`config.mk`:
```
export PLATFORM = sky130hd
export DESIGN_NAME = ram_sync_flat
export DESIGN_NICKNAME = d
export VERILOG_FILES = /design/src/rtl/ram_sync_if.sv /design/src/rtl/ram_sync.sv /design/src/flat_wrapper.sv
export SDC_FILE = /design/constraint.sdc
export NUM_CORES = 2
export LEC_CHECK = 0
export CORE_UTILIZATION = 40
export DETAILED_ROUTE_END_ITERATION = 7
export SLEW_MARGIN = 20
export SYNTH_ARGS = -nofsm -noshare
export SYNTH_HDL_FRONTEND = slang
export SYNTH_SLANG_ARGS = --single-unit
```
`constraint.sdc`:
```
create_clock -name clk -period 5.4 [get_ports clk]
set_input_delay 1.62 -clock clk [delete_from_list [all_inputs] [get_ports clk]]
set_output_delay 1.62 -clock clk [all_outputs]
set_load 0.05 [all_outputs]
```
`src/rtl/ram_sync_if.sv`:
```
// Bus bundle for ram_sync: port A (read/write, byte enables) and port B (read-only).
// The master modport drives requests; the slave modport is the memory side.
interface ram_sync_if #(
  parameter int ADDR_WIDTH = 8,
  parameter int DATA_WIDTH = 8,
  parameter int BYTE_WIDTH = 8
);
  localparam int NB = DATA_WIDTH / BYTE_WIDTH;

  logic                  a_cs;
  logic                  a_we;
  logic [NB-1:0]         a_be;
  logic [ADDR_WIDTH-1:0] a_addr;
  logic [DATA_WIDTH-1:0] a_wdata;
  logic [DATA_WIDTH-1:0] a_rdata;
  logic                  a_rvalid;
  logic                  b_cs;
  logic [ADDR_WIDTH-1:0] b_addr;
  logic [DATA_WIDTH-1:0] b_rdata;
  logic                  b_rvalid;
  logic                  busy;

  modport master (
    output a_cs, a_we, a_be, a_addr, a_wdata, b_cs, b_addr,
    input  a_rdata, a_rvalid, b_rdata, b_rvalid, busy
  );

  modport slave (
    input  a_cs, a_we, a_be, a_addr, a_wdata, b_cs, b_addr,
    output a_rdata, a_rvalid, b_rdata, b_rvalid, busy
  );
endinterface

```
`src/rtl/ram_sync.sv`:
```
// Dual-port synchronous RAM: port A read/write with byte enables, port B read-only.
// After reset the array is zero-filled one word per cycle while busy is high.
module ram_sync #(
  parameter int ADDR_WIDTH   = 8,
  parameter int DATA_WIDTH   = 8,
  parameter int BYTE_WIDTH   = 8,
  parameter int READ_LATENCY = 1,
  parameter int WRITE_MODE   = 0
) (
  input logic       clk,
  input logic       rst,
  ram_sync_if.slave bus
);
  localparam int NB    = DATA_WIDTH / BYTE_WIDTH;
  localparam int DEPTH = 2 ** ADDR_WIDTH;

  localparam logic [0:0] ST_INIT = 1'b0;
  localparam logic [0:0] ST_IDLE = 1'b1;

  localparam logic [ADDR_WIDTH:0] CLR_LAST = (ADDR_WIDTH + 1)'(DEPTH - 1);
  localparam logic [ADDR_WIDTH:0] CLR_ONE  = (ADDR_WIDTH + 1)'(1);

  generate
    if (READ_LATENCY != 1 && READ_LATENCY != 2) begin : g_bad_latency
      $error("ram_sync: READ_LATENCY must be 1 or 2");
    end
    if (DATA_WIDTH % BYTE_WIDTH != 0) begin : g_bad_bytes
      $error("ram_sync: DATA_WIDTH must be a multiple of BYTE_WIDTH");
    end
  endgenerate

  logic [DATA_WIDTH-1:0] mem [DEPTH];

  logic [0:0]            state_reg, state_next;
  logic [ADDR_WIDTH:0]   clr_cnt_reg, clr_cnt_next;
  logic                  idle;
  logic                  a_wr, a_rd, b_rd;
  logic                  wr_en;
  logic [ADDR_WIDTH-1:0] wr_addr;
  logic [NB-1:0]         wr_be;
  logic [DATA_WIDTH-1:0] wr_data;
  logic [DATA_WIDTH-1:0] a_mem_word, b_mem_word, b_fwd_word, b_sel_word;
  logic [DATA_WIDTH-1:0] a_q_reg, b_q_reg;
  logic                  a_v_reg, b_v_reg;

  // Clear sequencer: one word per cycle, leave INIT after the last address.
  always_comb begin
    state_next   = state_reg;
    clr_cnt_next = clr_cnt_reg;
    if (state_reg == ST_INIT) begin
      clr_cnt_next = clr_cnt_reg + CLR_ONE;
      if (clr_cnt_reg == CLR_LAST) begin
        state_next = ST_IDLE;
      end
    end
  end

  always_ff @(posedge clk or posedge rst) begin
    if (rst) begin
      state_reg   <= ST_INIT;
      clr_cnt_reg <= '0;
    end else begin
      state_reg   <= state_next;
      clr_cnt_reg <= clr_cnt_next;
    end
  end

  assign idle     = (state_reg == ST_IDLE);
  assign bus.busy = ~idle;
  assign a_wr     = idle & bus.a_cs & bus.a_we;
  assign a_rd     = idle & bus.a_cs & ~bus.a_we;
  assign b_rd     = idle & bus.b_cs;

  // The clear sequence borrows port A's write path.
  assign wr_en   = ~idle | a_wr;
  assign wr_addr = idle ? bus.a_addr  : clr_cnt_reg[ADDR_WIDTH-1:0];
  assign wr_be   = idle ? bus.a_be    : '1;
  assign wr_data = idle ? bus.a_wdata : '0;

  always_ff @(posedge clk) begin
    for (int i = 0; i < NB; i++) begin
      if (wr_en && wr_be[i]) begin
        mem[wr_addr][i*BYTE_WIDTH +: BYTE_WIDTH] <= wr_data[i*BYTE_WIDTH +: BYTE_WIDTH];
      end
    end
  end

  assign a_mem_word = mem[bus.a_addr];
  assign b_mem_word = mem[bus.b_addr];

  // Write-first view for port B: enabled bytes of a same-address write bypass the array.
  genvar gi;
  generate
    for (gi = 0; gi < NB; gi++) begin : g_merge
      assign b_fwd_word[gi*BYTE_WIDTH +: BYTE_WIDTH] =
          (a_wr && bus.a_be[gi] && (bus.a_addr == bus.b_addr))
          ? bus.a_wdata[gi*BYTE_WIDTH +: BYTE_WIDTH]
          : b_mem_word[gi*BYTE_WIDTH +: BYTE_WIDTH];
    end
  endgenerate

  assign b_sel_word = (WRITE_MODE == 1) ? b_fwd_word : b_mem_word;

  // Read registers only load on an accepted read, so data holds between pulses.
  always_ff @(posedge clk or posedge rst) begin
    if (rst) begin
      a_q_reg <= '0;
      b_q_reg <= '0;
      a_v_reg <= 1'b0;
      b_v_reg <= 1'b0;
    end else begin
      a_v_reg <= a_rd;
      b_v_reg <= b_rd;
      if (a_rd) begin
        a_q_reg <= a_mem_word;
      end
      if (b_rd) begin
        b_q_reg <= b_sel_word;
      end
    end
  end

  generate
    if (READ_LATENCY == 2) begin : g_lat2
      logic [DATA_WIDTH-1:0] a_o_reg, b_o_reg;
      logic                  a_ov_reg, b_ov_reg;

      always_ff @(posedge clk or posedge rst) begin
        if (rst) begin
          a_o_reg  <= '0;
          b_o_reg  <= '0;
          a_ov_reg <= 1'b0;
          b_ov_reg <= 1'b0;
        end else begin
          a_ov_reg <= a_v_reg;
          b_ov_reg <= b_v_reg;
          if (a_v_reg) begin
            a_o_reg <= a_q_reg;
          end
          if (b_v_reg) begin
            b_o_reg <= b_q_reg;
          end
        end
      end

      assign bus.a_rdata  = a_o_reg;
      assign bus.a_rvalid = a_ov_reg;
      assign bus.b_rdata  = b_o_reg;
      assign bus.b_rvalid = b_ov_reg;
    end else begin : g_lat1
      assign bus.a_rdata  = a_q_reg;
      assign bus.a_rvalid = a_v_reg;
      assign bus.b_rdata  = b_q_reg;
      assign bus.b_rvalid = b_v_reg;
    end
  endgenerate

endmodule
```
`src/flat_wrapper.sv`:
```
// flat-port wrapper written by rule: the top's interface ports become plain ports
module ram_sync_flat 
#(
  parameter int ADDR_WIDTH   = 8,
  parameter int DATA_WIDTH   = 8,
  parameter int BYTE_WIDTH   = 8,
  parameter int READ_LATENCY = 1,
  parameter int WRITE_MODE   = 0
)
  (clk, rst, bus_a_cs, bus_a_we, bus_a_be, bus_a_addr, bus_a_wdata, bus_b_cs, bus_b_addr, bus_a_rdata, bus_a_rvalid, bus_b_rdata, bus_b_rvalid, bus_busy);
  ram_sync_if #(.ADDR_WIDTH(ADDR_WIDTH), .DATA_WIDTH(DATA_WIDTH), .BYTE_WIDTH(BYTE_WIDTH)) bus_i ();
  input logic clk;
  input logic rst;
  input wire logic [$bits(bus_i.a_cs)-1:0] bus_a_cs;
  input wire logic [$bits(bus_i.a_we)-1:0] bus_a_we;
  input wire logic [$bits(bus_i.a_be)-1:0] bus_a_be;
  input wire logic [$bits(bus_i.a_addr)-1:0] bus_a_addr;
  input wire logic [$bits(bus_i.a_wdata)-1:0] bus_a_wdata;
  input wire logic [$bits(bus_i.b_cs)-1:0] bus_b_cs;
  input wire logic [$bits(bus_i.b_addr)-1:0] bus_b_addr;
  output wire logic [$bits(bus_i.a_rdata)-1:0] bus_a_rdata;
  output wire logic [$bits(bus_i.a_rvalid)-1:0] bus_a_rvalid;
  output wire logic [$bits(bus_i.b_rdata)-1:0] bus_b_rdata;
  output wire logic [$bits(bus_i.b_rvalid)-1:0] bus_b_rvalid;
  output wire logic [$bits(bus_i.busy)-1:0] bus_busy;
  assign bus_i.a_cs = bus_a_cs;
  assign bus_i.a_we = bus_a_we;
  assign bus_i.a_be = bus_a_be;
  assign bus_i.a_addr = bus_a_addr;
  assign bus_i.a_wdata = bus_a_wdata;
  assign bus_i.b_cs = bus_b_cs;
  assign bus_i.b_addr = bus_b_addr;
  assign bus_a_rdata = bus_i.a_rdata;
  assign bus_a_rvalid = bus_i.a_rvalid;
  assign bus_b_rdata = bus_i.b_rdata;
  assign bus_b_rvalid = bus_i.b_rvalid;
  assign bus_busy = bus_i.busy;
  ram_sync #(.ADDR_WIDTH(ADDR_WIDTH), .DATA_WIDTH(DATA_WIDTH), .BYTE_WIDTH(BYTE_WIDTH), .READ_LATENCY(READ_LATENCY), .WRITE_MODE(WRITE_MODE)) u_core (.clk(clk), .rst(rst), .bus(bus_i));
endmodule
```
==> summary.md <==
| Metric | Value |
|---|---|
| Status | `finished, final reports clean` |
| Power consumption | `34600 uW` |
| Antenna violations before repair | `29` |
| Synth area leaders | `edfxtp_1 63%, mux4_2 19%, mux2i_1 4.4%` |
| Drt total wl | `364 mm` |
| Via count | `63.0k` |
| Worst hold path type | `flip-flop to flip-flop` |
| Core ar. | `241000 sq um` |
| Area growth from synthesis to layout | `16.0%` |
| Sequential-to-total area share from yosys stat | `0.639` |
| CP Capture Type | `flip-flop` |
| Hold path depth | `2` |
| Grt total ovfl | `0` |
| Place WS | `0.0199 ns` |
| Register area | `62200 sq um` |
| CTS clock-pin slew for the worst setup and hold paths | `0.07 ns` |
| Syn_area_per_cell | `18.0 sq um` |
| Max clock buf depth | `3` |
| Width of the die | `495 um` |
| Synth Net Count | `5430` |
| Residual DRC | `0` |
| Crit start category | `primary input` |
| Reg2Reg Setup Slack | `1.37 ns` |
| Max reg flops | `2048` |
| Share of the synthesized area in the top cell type | `0.632` |
| Cells after Synth | `5398` |
| Total GRT Usage | `0.294` |
| Clock power share | `0.436` |
| Power density cells | `306 nW/um^2` |
| Max-slew violation count | `0` |
| Synth Flop Type | `edfxtp_1` |
| R2R Path End | `u_core.bus.a_rdata[3]$_DFFE_PP0P_` |
| Boundary Pins | `49` |
| Slew headroom | `0.170` |
| Share of layout cells above drive strength 1 | `0.317` |
| Total CTS buffers | `214` |
| Period utilisation layout | `0.913` |
| Switch share | `0.230` |
| Final Cell Area | `113000 sq um` |
| Worst Path Required | `6.16 ns` |
| Clock Skew | `0.0570 ns` |
| Unrepaired setup endpoints after global routing | `false` |
| FF-to-FF Start | `u_core.idle$_DFF_PP0_` |
| Critical path origin | `bus_b_addr[0]` |
| Port Buffer Count | `48` |
| Endpoint, Worst Hold | `u_core.clr_cnt_reg[8]$_DFFE_PP0N_` |
| Post-DP HPWL | `251 mm` |
| Vias in the first global route | `61.0k` |
| Distinct cells, synth | `69` |
| # fillers | `20.2k` |
| Drt first pass iters | `6` |
| FP Rows | `180` |
| Pin count of the biggest net entering global routing | `129` |
| Register share of total power | `0.504` |
| Max frequency | `203 MHz` |
| Max H-tree Level | `4` |
| Final hold viol count | `0` |
| P_int | `26600 uW` |
| Post-synth EDFFs | `2048` |
| Hold path start | `u_core.clr_cnt_reg[8]$_DFFE_PP0N_` |
| Routed WL per cell | `39.0 um` |
| Area of the multi-input gates | `32700 sq um` |
| Post-route setup slack | `0.471 ns` |
| Clock Latency Late Sink | `0.89 ns` |
| Drt initial violations | `10.8k` |
| Final min period | `4.93 ns` |
| Post-synth ARST share | `0.0135` |
| Die Ht | `495 um` |
| Logic gate share of total power | `0.060` |
| TritonCTS clock tree | `built` |
| Hold_buf cts | `0` |
| Via density | `6.75` |
| Post-CTS Resized | `0` |
| Die area | `245000 sq um` |
| Crit Path Max Fanout | `47` |
| Dominant cell type by area after synthesis | `edfxtp_1` |
| First-pass GRT wire length | `497 mm` |
| Setup bufs post-CTS | `0` |
| Syn Std Cell Area | `97300 sq um` |
| Leak Pwr | `0.0312 uW` |
| Crit path arrival time | `5.69 ns` |
| Maximum VDD drop | `0.359 mV` |
| Clk root buf | `clkbuf_16` |
| DP Area | `106000 sq um` |
| Synth Register Bits | `2076` |
| Post-route ant nets | `0` |
| Setup CP Type | `primary input to flip-flop` |
| Ys Warns | `0` |
| Initial Util | `0.403` |
| Worst-case reg-to-reg path depth | `10` |
| Final net count | `5972` |
| Clk sink count | `2076` |
| RePlAce Congestion | `1.02` |
| Number of max-cap violations | `0` |
| Final setup violation count | `0` |
| Reported net switching power | `7950 uW` |
| TNS Setup | `0 ns` |
| Slew @ Worst Pin | `1.24 ns` |
-- metal layers --
| layer | vias to the layer above | GRT usage | share of wire |
|---|---|---|---|
| met4 | 12 | 0.158 | 0.061 |
| met2 | 4710 | 0.438 | 0.45 |
| li1 | 24100 | - | - |
| met5 | - | 0 | 0.00030 |
| met1 | 33300 | 0.394 | 0.36 |
| met3 | 884 | 0.0806 | 0.13 |
-- critical path: stages --
cell	delay [ns]
buf_8	0.51
buf_4	0.32
mux4_2	0.51
a22o_1	0.30
a221oi_1	0.98
o22ai_1	0.23
o211ai_1	0.83
buf_4	0.24
o211ai_1	0.07
-- stage by stage --
stage | hold WS (ns) | instances | utilization
3_5_place_dp | 0.478 | 8909 | 0.439
3_3_place_gp | 0.468 | 8909 | 0.438
6_report | 0.498 | 9331 | 0.468
5_1_grt | 0.557 | 9315 | 0.468
2_1_floorplan | 0.453 | 5398 | -
4_1_cts | 0.493 | 9313 | 0.468
-- layout by cell type (no fill, tap or decap), types with 39 or more instances in the layout --
master	Yosys	layout
mux4_2	841	841
clkbuf_16	0	217
nor2_1	338	334
a22oi_1	185	185
o221ai_1	82	82
a221oi_1	55	55
clkinv_1	2	53
nand2_1	144	142
o21ai_0	97	97
clkinv_2	0	51
o22ai_1	100	100
a211oi_1	39	39
buf_12	3	81
nor3_1	67	66
a21oi_1	101	101
buf_4	73	635
edfxtp_1	2048	2048
mux2i_1	432	432
nand3_1	115	115
-- power by group through the flow --
stage | Sequential, uW | Clock, uW | Combinational [uW]
2_1_floorplan | 17800 | 0 | 1090
3_3_place_gp | 17800 | 0 | 2020
3_5_place_dp | 17800 | 0 | 2020
4_1_cts | 17400 | 15200 | 2030
5_1_grt | 17400 | 15700 | 2090
6_report | 17400 | 15100 | 2080
-- kinds of logic (layout without fill, tap and decap cells) --
logic type	Yosys count	count (layout)	share of synthesized area
other	0	18	0
and+or+nand+nor	802	802	0.0371
adders and majority gates	2	2	0.000257
xor gates and xnor gates	7	7	0.000630
buffers and inverters	450	1180	0.0257
muxes	1285	1285	0.241
AOI/OAI and AO/OA	776	776	0.0563
DFF	2076	2076	0.639
-- synth_stat cells, drive strengths merged, types with 3 or more instances --
master,number
nand2b,19
a21oi,101
a31oi,16
a211oi,39
xor2,3
o221ai,82
dfrtp,28
a22oi,185
a22o,22
nor3,67
nand4,23
buf,253
or3,10
mux2i,432
o22ai,100
nor4,24
or2,10
o2111ai,3
inv,13
nor3b,4
o21ai,100
nor2b,12
clkbuf,182
and2,14
a221o,5
nand2,144
a2111oi,9
o211ai,8
a32o,4
edfxtp,2048
o32ai,8
a211o,9
o311ai,4
nor2,339
a221oi,56
and3,11
mux4,841
o31ai,12
xnor2,4
mux2,12
nand3,115
-- worst max path at each step --
stage                                        end  slack, ns  cells past startpoint
3_3_place_gp   u_core.bus.a_rdata[3]$_DFFE_PP0P_     -0.008                     12
2_1_floorplan       u_core.mem[238][0]$_DFFE_PP_       1.22                     10
6_report       u_core.bus.b_rdata[3]$_DFFE_PP0P_       0.47                      9
3_5_place_dp   u_core.bus.a_rdata[3]$_DFFE_PP0P_       0.02                     12
4_1_cts        u_core.bus.a_rdata[3]$_DFFE_PP0P_       0.94                     12
5_1_grt        u_core.bus.b_rdata[3]$_DFFE_PP0P_       0.62                      8
-- area by class of cell --
| cell class | instances | area share |
|---|---|---|
| multi-input cells | 2872 | 0.290 |
| clock inverters | 151 | 0.0131 |
| diodes | 18 | 0.000399 |
| flip-flops and latches | 2076 | 0.551 |
| inverters | 15 | 0.000532 |
| well taps | 3185 | 0.0353 |
| repair buffers | 761 | 0.0607 |
| clock buffers | 253 | 0.0493 |
(Power assumes the default switching activity.)
